==> config.mk <==
export PLATFORM = sky130hd
export DESIGN_NAME = hs_npu_layer_sequencer
export DESIGN_NICKNAME = d
export VERILOG_FILES = /design/src/rtl/hs_npu_layer_sequencer.sv
export SDC_FILE = /design/constraint.sdc
export NUM_CORES = 1
export LEC_CHECK = 0
export CORE_ASPECT_RATIO = 0.8
export CORE_MARGIN = 5
export CORE_UTILIZATION = 40
export CTS_BUF_LIST = sky130_fd_sc_hd__clkbuf_2
export CTS_CLUSTER_SIZE = 8
export DETAILED_ROUTE_END_ITERATION = 12
export GPL_TIMING_DRIVEN = 0
export SLEW_MARGIN = 5
export SYNTH_ARGS = -nofsm -noshare
export SYNTH_HDL_FRONTEND = slang
export SYNTH_SLANG_ARGS = --single-unit
==> constraint.sdc <==
create_clock -name clk -period 8.1 [get_ports clk]
set_input_delay 0.81 -clock clk [delete_from_list [all_inputs] [get_ports clk]]
set_output_delay 0.81 -clock clk [all_outputs]
set_load 0.01 [all_outputs]
==> src/rtl/hs_npu_layer_sequencer.sv <==
// hs_npu_layer_sequencer: CPU-facing layer descriptor queue that issues one
// layer at a time to the NPU layer-control interface. It watches the
// exec_valid/exec_ready handshake for completion, counts finished layers, and
// halts on hangs or descriptors with a zero dimension.
module hs_npu_layer_sequencer #(
    parameter int WORD_WIDTH     = 32,
    parameter int QUEUE_DEPTH    = 4,
    parameter int TIMEOUT_CYCLES = 65536,
    parameter int BUSY_WAIT_MAX  = 4,
    parameter int COUNT_WIDTH    = 16,
    parameter int DESC_W         = 7*WORD_WIDTH+6
) (
    input  logic                               clk,
    input  logic                               rst_n,
    input  logic [DESC_W-1:0]                  cmd_desc_i,
    input  logic                               cmd_valid_i,
    output logic                               cmd_ready_o,
    input  logic                               flush_i,
    input  logic                               clear_error_i,
    output logic                               exec_valid_o,
    input  logic                               exec_ready_i,
    output logic [DESC_W-1:0]                  desc_o,
    output logic                               busy_o,
    output logic [$clog2(QUEUE_DEPTH+1)-1:0]   level_o,
    output logic                               done_pulse_o,
    output logic [COUNT_WIDTH-1:0]             layers_done_o,
    output logic                               error_o,
    output logic [1:0]                         error_code_o
);
    localparam int LVL_W = $clog2(QUEUE_DEPTH+1);
    localparam int PTR_W = $clog2(QUEUE_DEPTH);
    localparam int TMR_W = $clog2(TIMEOUT_CYCLES+1);
    localparam int BW_W  = $clog2(BUSY_WAIT_MAX+1);

    localparam logic [1:0] ERR_NONE    = 2'b00;
    localparam logic [1:0] ERR_TIMEOUT = 2'b01;
    localparam logic [1:0] ERR_ZERO    = 2'b10;

    typedef enum logic [2:0] {
        ST_IDLE      = 3'd0,
        ST_ISSUE     = 3'd1,
        ST_WAIT_BUSY = 3'd2,
        ST_WAIT_DONE = 3'd3,
        ST_HALT      = 3'd4
    } state_t;

    // The first error code stays visible until software clears it.
    function automatic logic [1:0] first_code(input logic err, input logic [1:0] cur,
                                              input logic [1:0] new_code);
        return err ? cur : new_code;
    endfunction

    logic [DESC_W-1:0]      mem_q [QUEUE_DEPTH];
    logic [PTR_W-1:0]       wr_ptr_q, rd_ptr_q;
    logic [LVL_W-1:0]       level_q, level_d;
    logic                   cmd_ready_q;
    state_t                 state_q;
    logic [DESC_W-1:0]      desc_q;
    logic                   exec_valid_q, busy_q, done_pulse_q, error_q;
    logic [1:0]             error_code_q;
    logic [COUNT_WIDTH-1:0] layers_done_q;
    logic [TMR_W-1:0]       timer_q;
    logic [BW_W-1:0]        busy_cnt_q;

    logic                   push_s, pop_s, zero_dim_s, timeout_s;
    logic [DESC_W-1:0]      head_s;

    // Queue handshake decode, next level and head-descriptor checks.
    always_comb begin
        push_s     = cmd_valid_i && cmd_ready_q && !flush_i;
        pop_s      = (state_q == ST_IDLE) && (level_q != '0) && !error_q;
        head_s     = mem_q[rd_ptr_q];
        zero_dim_s = (head_s[WORD_WIDTH-1:0] == '0) ||
                     (head_s[2*WORD_WIDTH-1:WORD_WIDTH] == '0) ||
                     (head_s[3*WORD_WIDTH-1:2*WORD_WIDTH] == '0) ||
                     (head_s[4*WORD_WIDTH-1:3*WORD_WIDTH] == '0);
        timeout_s  = (timer_q == TMR_W'(TIMEOUT_CYCLES-1));
        if (push_s && !pop_s) begin
            level_d = level_q + LVL_W'(1);
        end else if (!push_s && pop_s) begin
            level_d = level_q - LVL_W'(1);
        end else begin
            level_d = level_q;
        end
    end

    // Descriptor storage; slots need no reset because the pointers gate reads.
    always_ff @(posedge clk) begin
        if (push_s) begin
            mem_q[wr_ptr_q] <= cmd_desc_i;
        end
    end

    // Queue pointers, occupancy and registered ready; flush empties the queue
    // but leaves any layer already popped to run to completion.
    always_ff @(posedge clk) begin
        if (!rst_n) begin
            wr_ptr_q    <= '0;
            rd_ptr_q    <= '0;
            level_q     <= '0;
            cmd_ready_q <= 1'b1;
        end else if (flush_i) begin
            wr_ptr_q    <= '0;
            rd_ptr_q    <= '0;
            level_q     <= '0;
            cmd_ready_q <= 1'b1;
        end else begin
            if (push_s) begin
                wr_ptr_q <= wr_ptr_q + PTR_W'(1);
            end
            if (pop_s) begin
                rd_ptr_q <= rd_ptr_q + PTR_W'(1);
            end
            level_q     <= level_d;
            cmd_ready_q <= (level_d < LVL_W'(QUEUE_DEPTH));
        end
    end

    // Layer issue FSM: pop, handshake, wait for busy, wait for idle, halt on error.
    always_ff @(posedge clk) begin
        if (!rst_n) begin
            state_q       <= ST_IDLE;
            desc_q        <= '0;
            exec_valid_q  <= 1'b0;
            busy_q        <= 1'b0;
            done_pulse_q  <= 1'b0;
            layers_done_q <= '0;
            error_q       <= 1'b0;
            error_code_q  <= ERR_NONE;
            timer_q       <= '0;
            busy_cnt_q    <= '0;
        end else begin
            done_pulse_q <= 1'b0;
            case (state_q)
                ST_IDLE: begin
                    if (pop_s && zero_dim_s) begin
                        state_q      <= ST_HALT;
                        busy_q       <= 1'b1;
                        error_q      <= 1'b1;
                        error_code_q <= first_code(error_q, error_code_q, ERR_ZERO);
                    end else if (pop_s) begin
                        state_q      <= ST_ISSUE;
                        desc_q       <= head_s;
                        exec_valid_q <= 1'b1;
                        busy_q       <= 1'b1;
                        timer_q      <= '0;
                    end else begin
                        busy_q       <= 1'b0;
                    end
                end
                ST_ISSUE, ST_WAIT_BUSY, ST_WAIT_DONE: begin
                    timer_q <= timer_q + TMR_W'(1);
                    if (timeout_s) begin
                        state_q      <= ST_HALT;
                        exec_valid_q <= 1'b0;
                        error_q      <= 1'b1;
                        error_code_q <= first_code(error_q, error_code_q, ERR_TIMEOUT);
                    end else if (state_q == ST_ISSUE) begin
                        if (exec_ready_i) begin
                            state_q      <= ST_WAIT_BUSY;
                            exec_valid_q <= 1'b0;
                            busy_cnt_q   <= '0;
                        end else begin
                            state_q      <= ST_ISSUE;
                        end
                    end else if (state_q == ST_WAIT_BUSY && !exec_ready_i) begin
                        state_q <= ST_WAIT_DONE;
                    end else if (state_q == ST_WAIT_BUSY &&
                                 busy_cnt_q != BW_W'(BUSY_WAIT_MAX-1)) begin
                        busy_cnt_q <= busy_cnt_q + BW_W'(1);
                    end else if (exec_ready_i) begin
                        // NPU is idle again (or never went busy): layer done.
                        state_q       <= ST_IDLE;
                        busy_q        <= 1'b0;
                        done_pulse_q  <= 1'b1;
                        layers_done_q <= layers_done_q + COUNT_WIDTH'(1);
                    end else begin
                        state_q <= state_q;
                    end
                end
                ST_HALT: begin
                    if (clear_error_i) begin
                        state_q      <= ST_IDLE;
                        busy_q       <= 1'b0;
                        error_q      <= 1'b0;
                        error_code_q <= ERR_NONE;
                    end else begin
                        state_q      <= ST_HALT;
                    end
                end
                default: begin
                    state_q      <= ST_IDLE;
                    exec_valid_q <= 1'b0;
                    busy_q       <= 1'b0;
                end
            endcase
        end
    end

    assign cmd_ready_o   = cmd_ready_q;
    assign level_o       = level_q;
    assign exec_valid_o  = exec_valid_q;
    assign desc_o        = desc_q;
    assign busy_o        = busy_q;
    assign done_pulse_o  = done_pulse_q;
    assign layers_done_o = layers_done_q;
    assign error_o       = error_q;
    assign error_code_o  = error_code_q;
endmodule

# After elaboration in Yosys (flattened, before gate mapping)
# Memories as Yosys holds them, arrays and structs flattened. A register that Yosys moved wholly into a read port is not among the register bits.
# Cells that the tools add are included.
# W data, S select, Z words.
# op_classes
n_addsub,7
n_lt_le_gt_ge,1
eq_ne,25
n_mux,46
bitwise,8
n_reduce_logical,38
# op_table
operator,n
$logic_not A32 Y1,4
$mux W3,13
$mux W17,2
$pmux W17 S2,1
$ne A2 B2 Y1 const B,13
$reduce_and A6 Y1,3
$add A17 B1 Y17 const B,1
$eq A17 B16 Y1 const B,1
$mux W1,17
$add A16 B1 Y16 const B,1
$mux W2,8
$ne A5 B5 Y1 const B,2
$reduce_and A5 Y1,2
$logic_and A1 B1 Y1,9
$pmux W1 S3,3
$pmux W3 S3,1
$reduce_and A3 Y1,3
$not A1 Y1,8
$add A3 B1 Y3 const B,2
$eq A3 B2 Y1 const B,2
$ne A3 B2 Y1 const B,2
$ne A3 B3 Y1 const B,2
$pmux W2 S3,1
$reduce_bool A3 Y1,2
14 further kinds,22
# totals
ff_bits,283
ramBits,920
elab_cells,140
memories,1
# mem_list
memory,words,width,read_ports,rd_ports_with_merged_regs,wr,line,rtl
mem_q,4,230,1,1,1,53,logic [DESC_W-1:0] mem_q [QUEUE_DEPTH];

# Longest topological paths before layout
# depth
depth_word,7
depth_mapped,13

# Worst setup path before layout
# OpenSTA, ideal clock, no wires.
# synth_timing
kind,input to register
start,in cmd_valid_i
end,mem mem_q[0][0] (netlist bit) (enable)
arrival_ns,6.400
setup_slack_ns,1.081
stages,3
path_cell_list,nand2_1 nor2_1 and2_1
# synth_between
elab_chain_cells,4
# synth_rtl
item,line,rtl
from (decl),16,"input logic cmd_valid_i,"
$logic_and A1 B1 Y1 (2 in a row),70,push_s = cmd_valid_i && cmd_ready_q && !flush_i;
via push_s,65,"logic push_s, pop_s, zero_dim_s, timeout_s;"
$mux W1,89,if (push_s) begin
$mux W1 (not written as such),90,mem_q[wr_ptr_q] <= cmd_desc_i;
to (decl),53,
# The timed path passes the listed nets, and every way through them passes these cells.

==> impl_results.html <==
<table>
<tr><th>Metric</th><th>Value</th></tr>
<tr><th colspan="2">Floorplanning</th></tr>
<tr><td>Row Count</td><td>109</td></tr>
<tr><td>Starting Density</td><td>roughly 40%</td></tr>
<tr><td>Die Ht</td><td>between 300 and 400 um</td></tr>
<tr><td>DIE WIDTH</td><td>383 um</td></tr>
<tr><td>Floorplan die area</td><td>118000 um2</td></tr>
<tr><td>Top-level I/O count</td><td>492</td></tr>
<tr><td>Core Area</td><td>between 100000 and 150000 um2</td></tr>
<tr><th colspan="2">Route</th></tr>
<tr><td>Total wirelength of the detailed-routed design</td><td>about 120000 um</td></tr>
<tr><td>Vias</td><td>25404</td></tr>
<tr><td>WL per Instance</td><td>approximately 24 um</td></tr>
<tr><td>Number of design-rule violations left by the first detailed-router iteration</td><td>1871</td></tr>
<tr><td>Number of antenna-violating nets in the routed design</td><td>0</td></tr>
<tr><td>1st-pass router iterations</td><td>5</td></tr>
<tr><td>DRC errors left</td><td>0</td></tr>
<tr><td>Vias per std cell</td><td>between 4 and 5</td></tr>
<tr><th colspan="2">Setup path</th></tr>
<tr><td>Arrival time reported for the critical path endpoint</td><td>6240 ps</td></tr>
<tr><td>Required @ worst endpoint</td><td>9360 ps</td></tr>
<tr><td>Critical path endpoint category</td><td>flip-flop</td></tr>
<tr><td>Largest fanout on the critical path</td><td>10</td></tr>
<tr><td>Category of the most critical setup path</td><td>reg -&gt; reg</td></tr>
<tr><td>Startpoint kind of the worst setup timing path</td><td>flip-flop</td></tr>
<tr><th colspan="2">STA</th></tr>
<tr><td>Number of max-slew violations in the final report</td><td>0</td></tr>
<tr><td>Worst slew margin relative to its limit</td><td>between 10% and 20%</td></tr>
<tr><td>Crit share post-route</td><td>between 60% and 70%</td></tr>
<tr><td>Minimum clock period</td><td>roughly 5000 ps</td></tr>
<tr><td>Worst slew pin tran</td><td>1300 ps</td></tr>
<tr><td>Setup violations, final</td><td>0</td></tr>
<tr><td>RSZ-0062 raised after global routing</td><td>false</td></tr>
<tr><td>Final hold violation count</td><td>0</td></tr>
<tr><td>Max Clk Rate</td><td>201 MHz</td></tr>
<tr><td>Skew final</td><td>192 ps</td></tr>
<tr><td>Setup WS post-layout</td><td>3120 ps</td></tr>
<tr><th colspan="2">Logic synthesis</th></tr>
<tr><td>Top post-synthesis cells by area</td><td>sky130_fd_sc_hd__edfxtp_1, sky130_fd_sc_hd__dfxtp_1, sky130_fd_sc_hd__mux4_2</td></tr>
<tr><td>Number of enable-type register cells in the synthesized netlist</td><td>between 900 and 1000</td></tr>
<tr><td>Number of warning messages in the yosys log</td><td>0</td></tr>
<tr><td>Sequential fraction of the synthesis area</td><td>74.7%</td></tr>
<tr><td>Commonest register cell after synthesis</td><td>sky130_fd_sc_hd__edfxtp_1</td></tr>
<tr><td>Largest area contributor in the synthesized netlist</td><td>sky130_fd_sc_hd__edfxtp_1</td></tr>
<tr><td>Library cells used by synthesis</td><td>50</td></tr>
<tr><td>Number of nets produced by synthesis</td><td>between 2000 and 3000</td></tr>
<tr><td>Fraction of synthesized cell area taken by the top area cell type</td><td>61.9%</td></tr>
<tr><td>Cell Area, Synth</td><td>44600 um2</td></tr>
<tr><td>Async SR Flop Fraction</td><td>0%</td></tr>
<tr><td>Syn Area/Cell</td><td>around 19 um2</td></tr>
<tr><td>Mapped Cells</td><td>2305</td></tr>
<tr><td>Number of storage elements in the synthesis netlist</td><td>1205</td></tr>
<tr><th colspan="2">Power and ir drop</th></tr>
<tr><td>Max VDD drop</td><td>0.191 mV</td></tr>
<tr><td>Power Dens Cells</td><td>212 nW/um2</td></tr>
<tr><td>Overall Power</td><td>between 10 and 15 mW</td></tr>
<tr><td>Leak pwr</td><td>18.6 nW</td></tr>
<tr><th colspan="2">GRT</th></tr>
<tr><td>Maximum number of pins on one net before global-route repair</td><td>between 50 and 60</td></tr>
<tr><td>Global Route Usage Sum</td><td>20.4%</td></tr>
<tr><td>Global route total overflow</td><td>0</td></tr>
<tr><td>Number of global-route vias before repair</td><td>roughly 27000</td></tr>
<tr><td>First-pass GRT wire length</td><td>176000 um</td></tr>
<tr><td>Number of antenna violations at the first check in global routing</td><td>28</td></tr>
<tr><th colspan="2">Clock network</th></tr>
<tr><td>Clock-pin slew reported for the worst setup and hold paths after clock tree synthesis</td><td>120 ps</td></tr>
<tr><td>CTS tree</td><td>done</td></tr>
<tr><td>Count of instances resized after the clock tree is built</td><td>0</td></tr>
<tr><td>Sinks on the clock net</td><td>approximately 1200</td></tr>
<tr><td>Skew-Pair Late Insertion Delay</td><td>around 1500 ps</td></tr>
<tr><td>Buffer depth of the longest clock path</td><td>4</td></tr>
<tr><td>Num CTS Buffers</td><td>316</td></tr>
<tr><td>Clock Tree Root</td><td>sky130_fd_sc_hd__clkbuf_2</td></tr>
<tr><td>Post-CTS repair timing setup buffer count</td><td>0</td></tr>
<tr><td>Total number of H-tree levels</td><td>5</td></tr>
<tr><td>Number of hold-repair buffers added at the cts stage</td><td>between 200 and 250</td></tr>
<tr><th colspan="2">Cells and area</th></tr>
<tr><td>Post-route non-filler standard cell count</td><td>5131</td></tr>
<tr><td>Area occupied by multi-input gates</td><td>roughly 11000 um2</td></tr>
<tr><td>P&amp;R area growth vs syn</td><td>28.0%</td></tr>
<tr><td>Post-layout utilization of the core</td><td>roughly half</td></tr>
<tr><td>Most frequent cells in the layout</td><td>sky130_fd_sc_hd__edfxtp_1, sky130_fd_sc_hd__clkdlybuf4s50_1, sky130_fd_sc_hd__clkbuf_2</td></tr>
<tr><td>Sequential cell area</td><td>33300 um2</td></tr>
<tr><td>Share of final-layout standard cells stronger than drive strength 1</td><td>between 20% and 30%</td></tr>
<tr><td>Final-stage net count</td><td>between 3000 and 4000</td></tr>
<tr><td>Commonest non-fill, non-tap cell in the layout</td><td>sky130_fd_sc_hd__edfxtp_1</td></tr>
<tr><td>Count of filler cells inserted in the layout</td><td>9147</td></tr>
<tr><th colspan="2">Run status</th></tr>
<tr><td>Result of the run</td><td>complete, no violations</td></tr>
<tr><th colspan="2">Placed design</th></tr>
<tr><td>Cell total after placement</td><td>4314</td></tr>
<tr><td>Count of buffers from port buffering</td><td>491</td></tr>
<tr><td>Detailed placer's ending HPWL</td><td>81000 um</td></tr>
<tr><td>Pre-CTS WS</td><td>3030 ps</td></tr>
<tr><td>GP Congestion</td><td>around 0.80</td></tr>
<tr><th colspan="2">Flow run</th></tr>
<tr><td>Max-cap viol count</td><td>0</td></tr>
<tr><th colspan="2">Worst hold path</th></tr>
<tr><td>Hold/Removal Path Class</td><td>in -&gt; reg</td></tr>
</table>
==> stage by stage <==
| step | hold slack (ps) | cell area [um2] | TNS (ps) |
|---|---|---|---|
| 3_5_place_dp | 475 | 52000 | 0 |
| 6_report | 484 | 57100 | 0 |
| 5_1_grt | 262 | 57100 | 0 |
| 2_1_floorplan | 445 | 44600 | 0 |
| 4_1_cts | 74.0 | 57100 | 0 |
| 3_3_place_gp | 457 | 51400 | -4256020 |
==> synth_stat cells, types with 3 or more instances <==
cell type and n:
sky130_fd_sc_hd__inv_1 16, sky130_fd_sc_hd__or2_2 3, sky130_fd_sc_hd__xor2_1 3, sky130_fd_sc_hd__clkbuf_1 65, sky130_fd_sc_hd__a31oi_1 3, sky130_fd_sc_hd__mux4_2 230, sky130_fd_sc_hd__a21oi_1 16, sky130_fd_sc_hd__nand2b_1 4
sky130_fd_sc_hd__ha_1 14, sky130_fd_sc_hd__nor3_1 3, sky130_fd_sc_hd__o21ai_0 21, sky130_fd_sc_hd__edfxtp_1 920, sky130_fd_sc_hd__a21boi_0 6, sky130_fd_sc_hd__nor3b_1 3, sky130_fd_sc_hd__nor4_1 32, sky130_fd_sc_hd__nand2_1 30
sky130_fd_sc_hd__and2_1 25, sky130_fd_sc_hd__or3_1 9, sky130_fd_sc_hd__buf_2 34, sky130_fd_sc_hd__mux2i_1 232, sky130_fd_sc_hd__buf_1 5, sky130_fd_sc_hd__nor2_1 21, sky130_fd_sc_hd__o21a_1 5, sky130_fd_sc_hd__xnor2_1 13
sky130_fd_sc_hd__buf_4 6, sky130_fd_sc_hd__dfxtp_1 285, sky130_fd_sc_hd__nor2b_1 237, sky130_fd_sc_hd__and3_1 7, sky130_fd_sc_hd__buf_6 3, sky130_fd_sc_hd__nand3_1 9, sky130_fd_sc_hd__nand4b_1 3, sky130_fd_sc_hd__nand4_1 17
==> sequential cells by signal, summed over array words and instances (netlist names), 2 cells and up, named ones only <==
name / cells
wr_ptr_q: 2
error_code_o: 2
busy_cnt_q: 3
layers_done_o: 16
desc_o: 230
rd_ptr_q: 2
timer_q: 17
mem_q: 920
state_q: 3
level_o: 3
==> routing by layer <==
| metal | global-route usage, % | share of wire (%) |
|---|---|---|
| met5 | 0 | 0.044 |
| met4 | 6.90 | 1.7 |
| met3 | 7.13 | 8.8 |
| met2 | 32.8 | 48 |
| met1 | 26.0 | 41 |
==> power by group <==
part / internal, mW / total (mW) / switching, mW
clock: 1.64 / 4.03 / 2.39
sequential: 6.82 / 6.90 / 0.0794
combinational: 0.627 / 1.22 / 0.591
total: 9.08 / 12.1 / 3.06
==> cells by family (layout without fill, tap and decap cells) <==
kind of cell / Yosys count / in the layout / synth area share [%]
fa+ha+maj: 14 / 14 / 0.392
other cells: 0 / 24 / 0
compound gates: 66 / 66 / 0.928
simple gates: 411 / 411 / 5.55
flops: 1205 / 1205 / 74.7
buf+inv: 129 / 1433 / 1.28
xor+xnor: 16 / 16 / 0.314
mux: 464 / 464 / 16.9
==> final timing paths <==
path	cells after the start	to	startpoint	slack (ps)
worst max-delay path	13	desc_o[1]	flip-flop	3120
worst min-delay path	2	mem_q[3][110]	cmd_desc_i[110]	480
worst max register to register	13	desc_o[1]	flip-flop	3120
worst min register to register	2	busy_cnt_q[1]	busy_cnt_q[1]	490
==> final cells by class <==
type | count | area share (%)
inverters | 16 | 0.105
plain buffers | 113 | 0.898
clock buffers | 485 | 4.25
well taps | 1498 | 3.28
clock inverters | 73 | 0.580
multi-input cells | 971 | 18.8
repair buffers | 746 | 13.6
flip-flops and latches | 1205 | 58.3
diodes | 24 | 0.105
==> worst max-delay path, cell delays in order, from the launching register on <==
cell and delay, ps:
sky130_fd_sc_hd__dfxtp_1 330, sky130_fd_sc_hd__clkbuf_1 260, sky130_fd_sc_hd__buf_2 260, sky130_fd_sc_hd__clkbuf_1 970, sky130_fd_sc_hd__mux4_2 470, sky130_fd_sc_hd__nor4_1 400
sky130_fd_sc_hd__nand4_1 350, sky130_fd_sc_hd__o22ai_2 570, sky130_fd_sc_hd__nor3_1 130, sky130_fd_sc_hd__buf_2 330, sky130_fd_sc_hd__buf_6 260, sky130_fd_sc_hd__buf_4 240
sky130_fd_sc_hd__mux2i_1 180, sky130_fd_sc_hd__nor2b_1 60
Note: power is estimated with default switching activity, not from simulation.
